[config.mk]
export PLATFORM = sky130hd
export DESIGN_NAME = cache_flush_ctrl
export DESIGN_NICKNAME = d
export VERILOG_FILES = /design/src/rtl/cache_flush_ctrl.sv
export SDC_FILE = /design/constraint.sdc
export NUM_CORES = 1
export LEC_CHECK = 0
export CORE_MARGIN = 5
export CORE_UTILIZATION = 35
export CTS_CLUSTER_DIAMETER = 50
export DETAILED_ROUTE_END_ITERATION = 10
export GPL_TIMING_DRIVEN = 0
export PLACE_DENSITY = 0.79
export SLEW_MARGIN = 20
export SYNTH_ARGS = -nofsm -noshare
export SYNTH_HDL_FRONTEND = slang
export SYNTH_SLANG_ARGS = --single-unit
[constraint.sdc]
create_clock -name clk -period 3.5 [get_ports clk]
set_input_delay 0.875 -clock clk [delete_from_list [all_inputs] [get_ports clk]]
set_output_delay 0.875 -clock clk [all_outputs]
set_load 0.05 [all_outputs]
[src/rtl/cache_flush_ctrl.sv]
// Clear-side sequencer for the cache valid/dirty arrays: full flush walk or single-line
// invalidate, with dirty lines written back over a valid/ready handshake before clearing.
module cache_flush_ctrl #(
  parameter int unsigned WAYS       = 4,
  parameter int unsigned TOTAL_SIZE = 16,
  localparam int unsigned SETS      = TOTAL_SIZE / WAYS,
  localparam int unsigned IW        = $clog2(SETS),
  localparam int unsigned WW        = $clog2(WAYS)
) (
  input  logic            clk,
  input  logic            rst,
  input  logic            flush_start,
  input  logic            inv_valid,
  output logic            inv_ready,
  input  logic [IW-1:0]   inv_index,
  input  logic [WW-1:0]   inv_way,
  output logic [IW-1:0]   rd_index,
  input  logic [WAYS-1:0] valid_in,
  input  logic [WAYS-1:0] dirty_in,
  output logic            clr_we,
  output logic [IW-1:0]   clr_index,
  output logic [WW-1:0]   clr_way,
  output logic            wb_valid,
  input  logic            wb_ready,
  output logic [IW-1:0]   wb_index,
  output logic [WW-1:0]   wb_way,
  output logic            busy,
  output logic            done
);

  typedef enum logic [2:0] {
    IDLE,
    SCAN,
    LINE,
    WB,
    DONE
  } state_e;

  localparam logic [IW-1:0] LAST_INDEX = IW'(SETS - 1);
  localparam logic [WW-1:0] LAST_WAY   = WW'(WAYS - 1);

  state_e        state_q;
  logic [IW-1:0] cur_index_q;
  logic [WW-1:0] cur_way_q;
  logic          is_flush_q;
  logic          busy_q;
  logic          done_q;
  logic          wb_valid_q;

  logic scanning;
  logic line_valid;
  logic line_dirty;
  logic to_wb;
  logic advance;
  logic last_line;

  always_comb begin
    scanning   = (state_q == SCAN) || (state_q == LINE);
    line_valid = valid_in[cur_way_q];
    line_dirty = dirty_in[cur_way_q];
    to_wb      = scanning && line_valid && line_dirty;
    // A clean or invalid line advances immediately; a dirty one only after its handshake.
    advance    = (scanning && !(line_valid && line_dirty)) ||
                 ((state_q == WB) && wb_ready);
    last_line  = (cur_index_q == LAST_INDEX) && (cur_way_q == LAST_WAY);
  end

  always_comb begin
    clr_we = (scanning && line_valid && !line_dirty) || ((state_q == WB) && wb_ready);
    // Gated by rst so the ready flag also reads 0 while reset is held.
    inv_ready = (state_q == IDLE) && !flush_start && !rst;
    rd_index  = (scanning || (state_q == WB)) ? cur_index_q : '0;
  end

  assign clr_index = cur_index_q;
  assign clr_way   = cur_way_q;
  assign wb_index  = cur_index_q;
  assign wb_way    = cur_way_q;
  assign wb_valid  = wb_valid_q;
  assign busy      = busy_q;
  assign done      = done_q;

  always_ff @(posedge clk or posedge rst) begin
    if (rst) begin
      state_q     <= IDLE;
      cur_index_q <= '0;
      cur_way_q   <= '0;
      is_flush_q  <= 1'b0;
      busy_q      <= 1'b0;
      done_q      <= 1'b0;
      wb_valid_q  <= 1'b0;
    end else begin
      done_q <= 1'b0;
      case (state_q)
        IDLE: begin
          if (flush_start) begin
            state_q     <= SCAN;
            cur_index_q <= '0;
            cur_way_q   <= '0;
            is_flush_q  <= 1'b1;
            busy_q      <= 1'b1;
          end else if (inv_valid) begin
            state_q     <= LINE;
            cur_index_q <= inv_index;
            cur_way_q   <= inv_way;
            is_flush_q  <= 1'b0;
            busy_q      <= 1'b1;
          end
        end
        SCAN, LINE, WB: begin
          if (to_wb) begin
            state_q    <= WB;
            wb_valid_q <= 1'b1;
          end else if (advance) begin
            wb_valid_q <= 1'b0;
            if (is_flush_q && !last_line) begin
              state_q   <= SCAN;
              cur_way_q <= cur_way_q + 1'b1;
              if (cur_way_q == LAST_WAY) begin
                cur_index_q <= cur_index_q + 1'b1;
              end
            end else begin
              state_q <= DONE;
              done_q  <= 1'b1;
            end
          end
        end
        DONE: begin
          state_q <= IDLE;
          busy_q  <= 1'b0;
        end
        default: begin
          state_q    <= IDLE;
          busy_q     <= 1'b0;
          wb_valid_q <= 1'b0;
        end
      endcase
    end
  end

endmodule

==> results.rst, run 1 <==
.. list-table::
   :header-rows: 1

   * - Metric
     - Value
   * - Maxcap violations
     - 0
   * - Number of vias in the routed layout
     - 714
   * - Post-synth design cell area
     - 752 sq um
   * - Area of all placed cells without fillers
     - about 1100 sq um
   * - Count of cells along the worst hold path
     - 2
   * - Largest net degree at the start of global routing
     - 12
   * - Core area
     - 2000 sq um
   * - Fmax
     - 297 MHz
   * - Number of nets in the layout
     - around 130
   * - Critical path type
     - in -> out
   * - Worst-path clk slew
     - 0.07 ns
   * - Core utilization of the finished layout
     - 0.555
   * - Min cycle time layout
     - between 3 and 4 ns
   * - TritonCTS clock tree
     - built
   * - Clk sink count
     - 11
   * - I/O pins
     - 32
   * - Worst r2r path cells
     - 5
   * - Critical path peak fanout
     - 3
   * - Max-slew violations
     - 0
   * - Endpoint class of the critical path
     - primary output
   * - Share of power burned in registers
     - 0.197
   * - Net count of the mapped netlist
     - 97
   * - First-pass GRT wire length
     - ~2900 microns
   * - Share of layout cells above drive strength 1
     - 0.116
   * - Total of endpoints with negative setup slack in the final report
     - 0
   * - Result of the run
     - completed
   * - Drt initial violations
     - 13
   * - Path class of the lowest-slack min-delay path
     - reg -> reg
   * - Worst hold-check slack
     - 0.509 ns
   * - Count of state elements after synthesis
     - 11
   * - Root buf cell
     - clkbuf_4
   * - Insertion delay of the later-clocked pin in the worst-skew pair
     - around 0.28 ns
   * - Power per standard cell area
     - 1140 nW/um^2
   * - Mean cell area of the mapped netlist
     - 9.64 sq um
   * - Maximum resistive drop on vdd
     - 0.607 mV
   * - Synthesis warning total
     - 0
   * - Combinational share of power
     - 0.731
   * - Chip Width
     - 56.4 microns
   * - Most frequent cells in the layout
     - clkdlybuf4s50_1, dfrtp_1, nand2_1
   * - Final routed wire length divided by cell count
     - 12.4 microns
   * - Starting Density
     - 0.376
   * - Number of standard-cell rows in the floorplan
     - 16
   * - Internal power component
     - 0.599 mW
   * - CTS-repair resized insts
     - 1
   * - Slew headroom
     - 0.587
   * - Clk pwr share
     - 0.071
   * - DIE AREA
     - approximately 3200 sq um
   * - Setup repair after global routing missed its margin
     - false
   * - Detailed-route vias per instance
     - around 5.1
   * - Number of non-filler instances in the completed layout
     - between 100 and 150
   * - Number of hold buffers added after CTS
     - 0
   * - Critical Path AT
     - 2.50 ns
   * - Total design power
     - 1.27 mW
   * - Data required, critical path
     - 2.62 ns
   * - Switching share of power
     - 0.529
   * - Number of port buffers
     - 30
   * - Number of H-tree levels
     - 1
   * - Most common library cell in the layout ignoring fill and taps
     - clkdlybuf4s50_1
   * - Vias in the first global route
     - between 600 and 700
   * - Number of antenna cells inserted
     - 0
   * - Syn Inst Count
     - 78
   * - Number of setup buffers added after CTS
     - 0
   * - Wire length reported by the detailed router
     - 1720 microns
   * - Max Clock Skew
     - 0.00125 ns
   * - Dpl ws
     - -0.191 ns
   * - Number of buffers created by CTS
     - 3
   * - First drt pass iteration count
     - 4
   * - Die span in y
     - approximately 56 microns
   * - Final setup slack of the worst path
     - ~0.13 ns
   * - Gpl congestion
     - 0.827
   * - Sequential share of the synthesized area
     - 0.366
   * - Number of placed cells counting well taps
     - 135
   * - Cell Area, Placed
     - around 1100 sq um
   * - Number of library cell types mapped by synthesis
     - 28
   * - GRT Util Overall
     - 0.114
   * - Switching power
     - 0.672 mW
   * - Period utilization
     - 0.963
   * - Congestion Overflow GR
     - 0
   * - Number of failing hold endpoints at the final stage
     - 0
   * - Number of design rule violations left after detail routing
     - 0
   * - Critical Path Start Type
     - input pin
   * - Number of antenna violations at the first check in global routing
     - 0
   * - Sum of negative setup slack
     - 0 ns
   * - Area growth, synth to finish
     - 47.8%
   * - ANT nets after route
     - 0
   * - Max clock buf depth
     - 2
   * - Measured slew at the worst slew-check pin
     - 0.614 ns
   * - Detailed-placement wirelength estimate
     - ~1400 microns
   * - LEAKAGE
     - 0.456 nW
state kept, by name (all words and copies together), names as in the netlist:
signal and cells:
state_q 3, clr_index 2, busy 1, done 1, wb_valid 1, clr_way 2, is_flush_q 1
power groups by stage:
| stage | clock network [mW] | logic [mW] | registers, mW |
|---|---|---|---|
| after floorplan | 0 | 0.578 | 0.366 |
| after global placement | 0 | 0.926 | 0.253 |
| after detailed placement | 0 | 0.937 | 0.254 |
| after CTS | 0.0947 | 0.935 | 0.252 |
| after global routing | 0.0993 | 0.998 | 0.262 |
| final | 0.0908 | 0.930 | 0.251 |
cells in the mapped netlist:
library cell   n  area (sq um)
dfrtp_1       11           275
o31ai_1        2          15.0
o21ai_0        7          35.0
nor2_1         4          15.0
a21boi_0       1          7.51
nand4b_1       1          8.76
or3_1          2          12.5
nand2_1        9          33.8
a21bo_2        1          10.0
o21a_1         1          7.51
a21oi_1        4          20.0
mux4_2         2          45.0
a211oi_1       1          7.51
o311ai_4       1          26.3
a2111oi_4      1          27.5
a221o_1        1          10.0
xnor2_1        1          8.76
ha_1           2          25.0
mux2_1         1          11.3
nor3b_1        2          15.0
clkbuf_1       3          11.3
o22a_1         1          8.76
buf_4          4          30.0
nor2_4         1          11.3
nand4bb_1      1          11.3
inv_1          4          15.0
nor3_1         7          35.0
and2_1         2          12.5
cell type report:
type / instances / area [sq um]
clock buffer: 4 / 26.3
multi-input combinational: 56 / 420
timing repair buffer: 30 / 299
inverter: 4 / 15.0
buffer: 7 / 41.3
fill: 180 / 891
sequential: 11 / 275
tap: 27 / 33.8
per-layer routing:
metal | wire [microns] | global-route usage | share of wire | vias up
li1 | - | - | - | 349
met3 | 101 | 0.0459 | 0.059 | 4
met5 | 0 | 0 | 0 | -
met1 | 764 | 0.135 | 0.44 | 336
met4 | 25 | 0.0407 | 0.015 | 0
met2 | 830 | 0.185 | 0.48 | 25
logic make-up (layout without fill, tap and decap cells):
group	after synthesis	in the layout	share of synthesized area
fa+ha+maj	2	2	0.0333
xor+xnor	1	1	0.0116
mux	3	3	0.0749
buf+inv	11	45	0.0749
simple gates	29	29	0.206
flops	11	11	0.366
compound gates	21	21	0.233
critical path, cell delays in order:
cell and delay [ns]:
clkdlybuf4s50_1 0.39, mux4_2 0.52, o21ai_0 0.17, dlygate4sd2_1 0.54
final timing paths:
kind / start / to / slack [ns]
max: dirty_in[3] / clr_we / 0.13
min: is_flush_q / is_flush_q / 0.51
max reg2reg: clr_way[0] / clr_index[1] / 1.22
min reg2reg: is_flush_q / is_flush_q / 0.51
max in group asynchronous: rst / clr_way[0] / 2.27
min in group asynchronous: rst / state_q[2] / 0.93
Note: power is estimated with default switching activity, not from simulation.
==> run 2, diff against run 1 <==
--- a/config.mk
+++ b/config.mk
@@ -10,7 +10,7 @@
 export CTS_CLUSTER_DIAMETER = 50
 export DETAILED_ROUTE_END_ITERATION = 10
 export GPL_TIMING_DRIVEN = 0
-export PLACE_DENSITY = 0.79
+export PLACE_DENSITY = 0.7
 export SLEW_MARGIN = 20
 export SYNTH_ARGS = -nofsm -noshare
 export SYNTH_HDL_FRONTEND = slang
==> run 2 against run 1 <==
- largest cell class unchanged
- die area unchanged
- hold slack improved by 0.0058 ns
- register-to-register slack got worse by 0.04 ns
- clock power decreased by 1%
==> results.rst, run 2 (synthesis results as in run 1) <==
.. list-table::
   :header-rows: 1

   * - Metric
     - Value
   * - Reg-to-reg critical path endpoint
     - clr_index[1]
   * - Largest net degree at the start of global routing
     - 12 (unchanged)
   * - Max reg flops
     - 3 (unchanged)
   * - Result of the run
     - completed
   * - Total of endpoints with negative setup slack in the final report
     - 0 (unchanged)
   * - Max clock buf depth
     - 2 (unchanged)
   * - Number of antenna cells inserted
     - 0 (unchanged)
   * - LEAKAGE
     - 0.456 nW (unchanged)
   * - Combinational share of power
     - 0.730 (about the same)
   * - Fmax
     - 296 MHz (about the same)
   * - Number of standard-cell rows in the floorplan
     - 16 (unchanged)
   * - Count of cells along the worst hold path
     - 2 (unchanged)
   * - Setup repair after global routing missed its margin
     - false
   * - Min cycle time layout
     - 3.37 ns (+0.00291 ns)
   * - Switching power
     - 0.682 mW (+1.4%)
   * - Area growth, synth to finish
     - 47.8% (unchanged)
   * - Max Clock Skew
     - 0.000536 ns (-0.000712 ns)
   * - Share of power burned in registers
     - 0.200 (+0.003)
   * - Wire length reported by the detailed router
     - 1910 microns (+11%)
   * - Start of the worst register-to-register path
     - clr_way[0]
   * - I/O pins
     - 32 (unchanged)
   * - Number of vias in the routed layout
     - 727 (+1.8%)
   * - GRT Util Overall
     - 0.128 (+0.0140)
   * - Worst setup path end
     - clr_we
   * - Number of hold buffers added after CTS
     - 0 (unchanged)
   * - Die span in y
     - 56.4 microns (unchanged)
   * - Critical path type
     - in -> out
   * - Maxcap violations
     - 0 (unchanged)
   * - Path class of the lowest-slack min-delay path
     - reg -> reg
   * - Root buf cell
     - clkbuf_4
   * - Insertion delay of the later-clocked pin in the worst-skew pair
     - 0.27 ns (about the same)
   * - Clk pwr share
     - 0.070 (about the same)
   * - Slew headroom
     - 0.579 (-0.00808)
   * - Sum of negative setup slack
     - 0 ns (unchanged)
   * - Detailed-placement wirelength estimate
     - 1550 microns (+11%)
   * - Number of H-tree levels
     - 1 (unchanged)
   * - Detailed-route vias per instance
     - 5.23 (+1.8%)
   * - Dpl ws
     - -0.190 ns (+0.000967 ns)
   * - Critical Path AT
     - 2.50 ns (about the same)
   * - Critical path peak fanout
     - 3 (unchanged)
   * - Most common library cell in the layout ignoring fill and taps
     - clkdlybuf4s50_1
   * - Gpl congestion
     - 0.779 (-5.8%)
   * - Clk sink count
     - 11 (unchanged)
   * - Number of buffers created by CTS
     - 3 (unchanged)
   * - Switching share of power
     - 0.532 (+0.00356)
   * - Worst r2r path cells
     - 5 (unchanged)
   * - First-pass GRT wire length
     - 3150 microns (+8.8%)
   * - Worst hold-check slack
     - 0.515 ns (+0.00581 ns)
   * - Reg-to-reg setup timing slack
     - 1.18 ns (-0.04 ns)
   * - Number of port buffers
     - 30 (unchanged)
   * - Starting Density
     - 0.376 (unchanged)
   * - Core area
     - 2000 sq um (unchanged)
   * - Final setup slack of the worst path
     - 0.126 ns (-0.00291 ns)
   * - Most frequent cells in the layout
     - clkdlybuf4s50_1, dfrtp_1, nand2_1
   * - Maximum resistive drop on vdd
     - 0.542 mV (-11%)
   * - TritonCTS clock tree
     - built
   * - Final routed wire length divided by cell count
     - 13.7 microns (+11%)
   * - Max-slew violations
     - 0 (unchanged)
   * - Source of the critical timing path
     - dirty_in[3]
   * - ANT nets after route
     - 0 (unchanged)
   * - Drt initial violations
     - 16 (+3)
   * - Worst-path clk slew
     - 0.07 ns (about the same)
   * - Number of failing hold endpoints at the final stage
     - 0 (unchanged)
   * - Number of nets in the layout
     - 132 (unchanged)
   * - Number of setup buffers added after CTS
     - 0 (unchanged)
   * - Critical Path Start Type
     - input pin
   * - Power per standard cell area
     - 1150 nW/um^2 (+0.68%)
   * - Data required, critical path
     - 2.62 ns (about the same)
   * - DIE AREA
     - 3180 sq um (unchanged)
   * - Vias in the first global route
     - 698 (+2.9%)
   * - Internal power component
     - 0.599 mW (about the same)
   * - Period utilization
     - 0.964 (about the same)
   * - Chip Width
     - 56.4 microns (unchanged)
   * - Register name with the most flops
     - state_q
   * - Share of layout cells above drive strength 1
     - 0.116 (unchanged)
   * - Endpoint class of the critical path
     - primary output
   * - Core utilization of the finished layout
     - 0.555 (unchanged)
   * - First drt pass iteration count
     - 4 (unchanged)
   * - Number of design rule violations left after detail routing
     - 0 (unchanged)
   * - Congestion Overflow GR
     - 0 (unchanged)
   * - Measured slew at the worst slew-check pin
     - 0.626 ns (+0.0120 ns)
   * - Number of antenna violations at the first check in global routing
     - 0 (unchanged)
[run 2: timing repair]
action | in CTS | in global routing
gates resized for setup | 1 | 0
endpoints found under the hold margin | 0 | 0
setup endpoints to repair | 1 | 0
[run 2: area by class of cell]
| cell class | count | area, sq um |
|---|---|---|
| well taps | 27 | 33.8 |
| multi-input cells | 56 | 420 |
| flip-flops and latches | 11 | 275 |
| plain buffers | 7 | 41.3 |
| repair buffers | 30 | 299 |
| inverters | 4 | 15.0 |
| fillers | 201 | 891 |
| clock buffers | 4 | 26.3 |
[run 2: worst min-delay path by stage]
stage / start / slack, ns / endpoint
after floorplan: is_flush_q / 0.45 / is_flush_q
after global placement: wb_valid / 0.50 / wb_valid
after detailed placement: is_flush_q / 0.51 / is_flush_q
after CTS: is_flush_q / 0.53 / is_flush_q
after global routing: busy / 0.57 / busy
final: is_flush_q / 0.51 / is_flush_q
[run 2: metrics by stage]
stage | power [mW] | cell area (sq um) | std cells
global route | 1.36 | 1110 | 139
CTS | 1.29 | 1110 | 139
floorplan | 0.945 | 752 | 78
finish | 1.28 | 1110 | 139
global placement | 1.19 | 1090 | 135
detailed placement | 1.20 | 1090 | 135
[run 2: power by group through the flow]
stage / combinational, mW / sequential (mW) / clock (mW)
finish: 0.934 / 0.256 / 0.0895
detailed placement: 0.944 / 0.259 / 0
global route: 0.992 / 0.269 / 0.0991
CTS: 0.941 / 0.257 / 0.0936
floorplan: 0.578 / 0.366 / 0
global placement: 0.931 / 0.256 / 0
[run 2: worst max-delay path, stage by stage]
cell,delay [ns]
clkdlybuf4s50_1,0.39
mux4_2,0.52
o21ai_0,0.16
dlygate4sd2_1,0.54
[run 2: routing by layer]
metal	track usage	vias to the layer above	part of all wire
met5	0	-	0
met4	0.0610	0	0.019
met3	0.0482	5	0.056
met2	0.220	19	0.52
met1	0.137	356	0.40
li1	-	347	-
==> run 3, diff against run 2 <==
--- a/config.mk
+++ b/config.mk
@@ -9,7 +9,6 @@
 export CORE_UTILIZATION = 35
 export CTS_CLUSTER_DIAMETER = 50
 export DETAILED_ROUTE_END_ITERATION = 10
-export GPL_TIMING_DRIVEN = 0
 export PLACE_DENSITY = 0.7
 export SLEW_MARGIN = 20
 export SYNTH_ARGS = -nofsm -noshare
==> run 3 against run 2 <==
- sequential share of layout area up 0.34 points
- first-iteration DRC count down 31%
- critical path depth unchanged
- largest cell class unchanged
- sequential cell count unchanged
- clock power about the same
- register-to-register slack about the same
- count of clock-buffer cells in the layout unchanged
- via count down 5.8%
- utilization down 0.75 points
- critical path type is now reg -> out
- combinational power down 1%
- total power down 1.2%
- design area down 1.4%
==> results.rst, run 3 (synthesis results as in run 1) <==
.. list-table::
   :header-rows: 1

   * - Metric
     - Value
   * - Result of the run
     - completed
   * - DIE AREA
     - 3180 sq um (unchanged)
   * - Endpoint class of the critical path
     - primary output
   * - Min cycle time layout
     - 3.24 ns (-0.133 ns)
   * - Critical Path Start Type
     - register
   * - Sum of negative setup slack
     - 0 ns (unchanged)
   * - Worst r2r path cells
     - 5 (unchanged)
   * - Path class of the lowest-slack min-delay path
     - reg -> reg
   * - Stages on worst setup path
     - 4 (unchanged)
   * - CTS-repair resized insts
     - 0 (-1)
   * - Dpl ws
     - 0.314 ns (+0.504 ns)
   * - Number of design rule violations left after detail routing
     - 0 (unchanged)
   * - Total design power
     - 1.26 mW (-1.2%)
   * - Max clock buf depth
     - 2 (unchanged)
   * - Setup repair after global routing missed its margin
     - false
   * - Number of standard-cell rows in the floorplan
     - 16 (unchanged)
   * - Worst setup path end
     - rd_index[0]
   * - Library cell appearing most often on the critical path
     - nor2_1
   * - Stage delay of the slowest cell on the critical path
     - 0.82 ns (+0.28 ns)
   * - Largest net degree at the start of global routing
     - 12 (unchanged)
   * - Drt initial violations
     - 11 (-5)
   * - Number of port buffers
     - 31 (+3.3%)
   * - TritonCTS clock tree
     - built
   * - Data required, critical path
     - 2.62 ns (about the same)
   * - Worst hold-check slack
     - 0.509 ns (-0.00545 ns)
   * - Detailed-placement wirelength estimate
     - 1470 microns (-5.6%)
   * - Max-slew violations
     - 0 (unchanged)
   * - Number of vias in the routed layout
     - 685 (-5.8%)
   * - Detailed-route vias per instance
     - 5.11 (-2.3%)
   * - Number of failing hold endpoints at the final stage
     - 0 (unchanged)
   * - Highest-utilization routing layer at the global route stage
     - met2
   * - Number of H-tree levels
     - 1 (unchanged)
   * - Number of placed cells counting well taps
     - 130 (-3.7%)
   * - Number of nets in the layout
     - 127 (-3.8%)
   * - Start of the worst register-to-register path
     - clr_way[0]
   * - Total of endpoints with negative setup slack in the final report
     - 0 (unchanged)
   * - Critical path peak fanout
     - 11 (+8)
   * - Worst-path clk slew
     - 0.07 ns (about the same)
   * - Slew headroom
     - 0.593 (+0.0138)
   * - Number of hold buffers added after CTS
     - 0 (unchanged)
   * - Max Clock Skew
     - 0.00589 ns (+0.00535 ns)
   * - Number of setup buffers added after CTS
     - 0 (unchanged)
   * - Die span in y
     - 56.4 microns (unchanged)
   * - I/O pins
     - 32 (unchanged)
   * - Source of the critical timing path
     - state_q[0]
   * - Gpl congestion
     - 0.830 (+6.5%)
   * - Insertion delay of the later-clocked pin in the worst-skew pair
     - 0.27 ns (about the same)
   * - Number of non-filler instances in the completed layout
     - 134 (-3.6%)
   * - Critical path type
     - reg -> out
   * - Reg-to-reg critical path endpoint
     - clr_index[1]
   * - Measured slew at the worst slew-check pin
     - 0.608 ns (-0.0181 ns)
   * - Area of all placed cells without fillers
     - 1100 sq um (-1.4%)
   * - Count of cells along the worst hold path
     - 2 (unchanged)
   * - Vias in the first global route
     - 709 (+1.6%)
   * - ANT nets after route
     - 0 (unchanged)
   * - GR Layer Usage met2
     - 0.229 (+0.00835)
   * - Met3 usage
     - 0.0459 (-0.00229)
   * - Number of antenna cells inserted
     - 0 (unchanged)
   * - Critical Path AT
     - 2.37 ns (-0.13 ns)
   * - Core area
     - 2000 sq um (unchanged)
   * - Final setup slack of the worst path
     - 0.259 ns (+0.133 ns)
   * - First drt pass iteration count
     - 4 (unchanged)
   * - Share of layout cells above drive strength 1
     - 0.112 (-0.00392)
   * - Number of buffers created by CTS
     - 3 (unchanged)
   * - Chip Width
     - 56.4 microns (unchanged)
   * - Root buf cell
     - clkbuf_4
   * - Period utilization
     - 0.926 (-0.0381)
   * - Number of antenna violations at the first check in global routing
     - 0 (unchanged)
   * - Area growth, synth to finish
     - 45.8%
   * - Wire length reported by the detailed router
     - 1800 microns (-5.4%)
   * - Maximum resistive drop on vdd
     - 0.551 mV (+1.6%)
   * - Cell Area, Placed
     - 1070 sq um (-1.5%)
   * - Cells traversed along the worst timing path
     - nor2_1 -> nor2_1 -> and2_1 -> clkdlybuf4s50_1
   * - Power per standard cell area
     - 1150 nW/um^2 (+0.12%)
   * - Core utilization of the finished layout
     - 0.548 (-0.00750)
   * - CP delay by family, top
     - simple AND/OR/NAND/NOR gates
   * - Maxcap violations
     - 0 (unchanged)
   * - Crit path buf inv count
     - 1 (-1)
   * - Starting Density
     - 0.376 (unchanged)
   * - Congestion Overflow GR
     - 0 (unchanged)
   * - Fmax
     - 309 MHz (+4.1%)
   * - Register name with the most flops
     - state_q
   * - Most frequent cells in the layout
     - clkdlybuf4s50_1, dfrtp_1, nand2_1
   * - Reg-to-reg setup timing slack
     - 1.18 ns (about the same)
   * - Most common library cell in the layout ignoring fill and taps
     - clkdlybuf4s50_1
   * - Clk sink count
     - 11 (unchanged)
   * - Final routed wire length divided by cell count
     - 13.5 microns (-1.8%)
   * - First-pass GRT wire length
     - 3130 microns (-0.67%)
   * - GRT Util Overall
     - 0.122 (-0.00630)
   * - LEAKAGE
     - 0.445 nW (-2.4%)
   * - Global-route track usage on met1
     - 0.128 (-0.00875)
   * - Max reg flops
     - 3 (unchanged)
   * - Slowest-stage cell, CP
     - clkdlybuf4s50_1
-- run 3: cell count changes in the layout (fill, tap and decap cells not counted), sizes merged --
cell         previous run  this run
dlygate4sd2             1         0
clkbuf                  7         4
buf                     4         3
-- run 3: cell type report --
type	count	area (sq um)
Multi-Input combinational cell	56	420
Clock buffer	4	26.3
Timing Repair Buffer	32	325
Tap cell	27	33.8
Fill cell	172	906
Sequential cell	11	275
Inverter	4	15.0
-- run 3: metal layers --
metal	vias to the layer above	wire length, microns
li1	339	-
met1	323	705
met2	21	956
met3	2	130
met4	0	10
met5	-	0
-- run 3: worst min-delay path, stage by stage, from the launching register on --
cell and delay, ns:
dfrtp_1 0.34, o21ai_0 0.08, nand2_1 0.06
-- run 3: worst min path at each step --
stage	startpoint	to
after CTS	wb_valid	wb_valid
after global placement	is_flush_q	is_flush_q
after global routing	is_flush_q	is_flush_q
after floorplan	is_flush_q	is_flush_q
after detailed placement	wb_valid	wb_valid
final	wb_valid	wb_valid
-- run 3: where the power goes --
part           internal, mW  total, mW  leakage [nW]  switching (mW)
combinational         0.359      0.921         0.296           0.562
clock                0.0442     0.0892        0.0150          0.0450
sequential            0.188      0.254         0.134          0.0667
total                 0.590       1.26         0.445           0.674
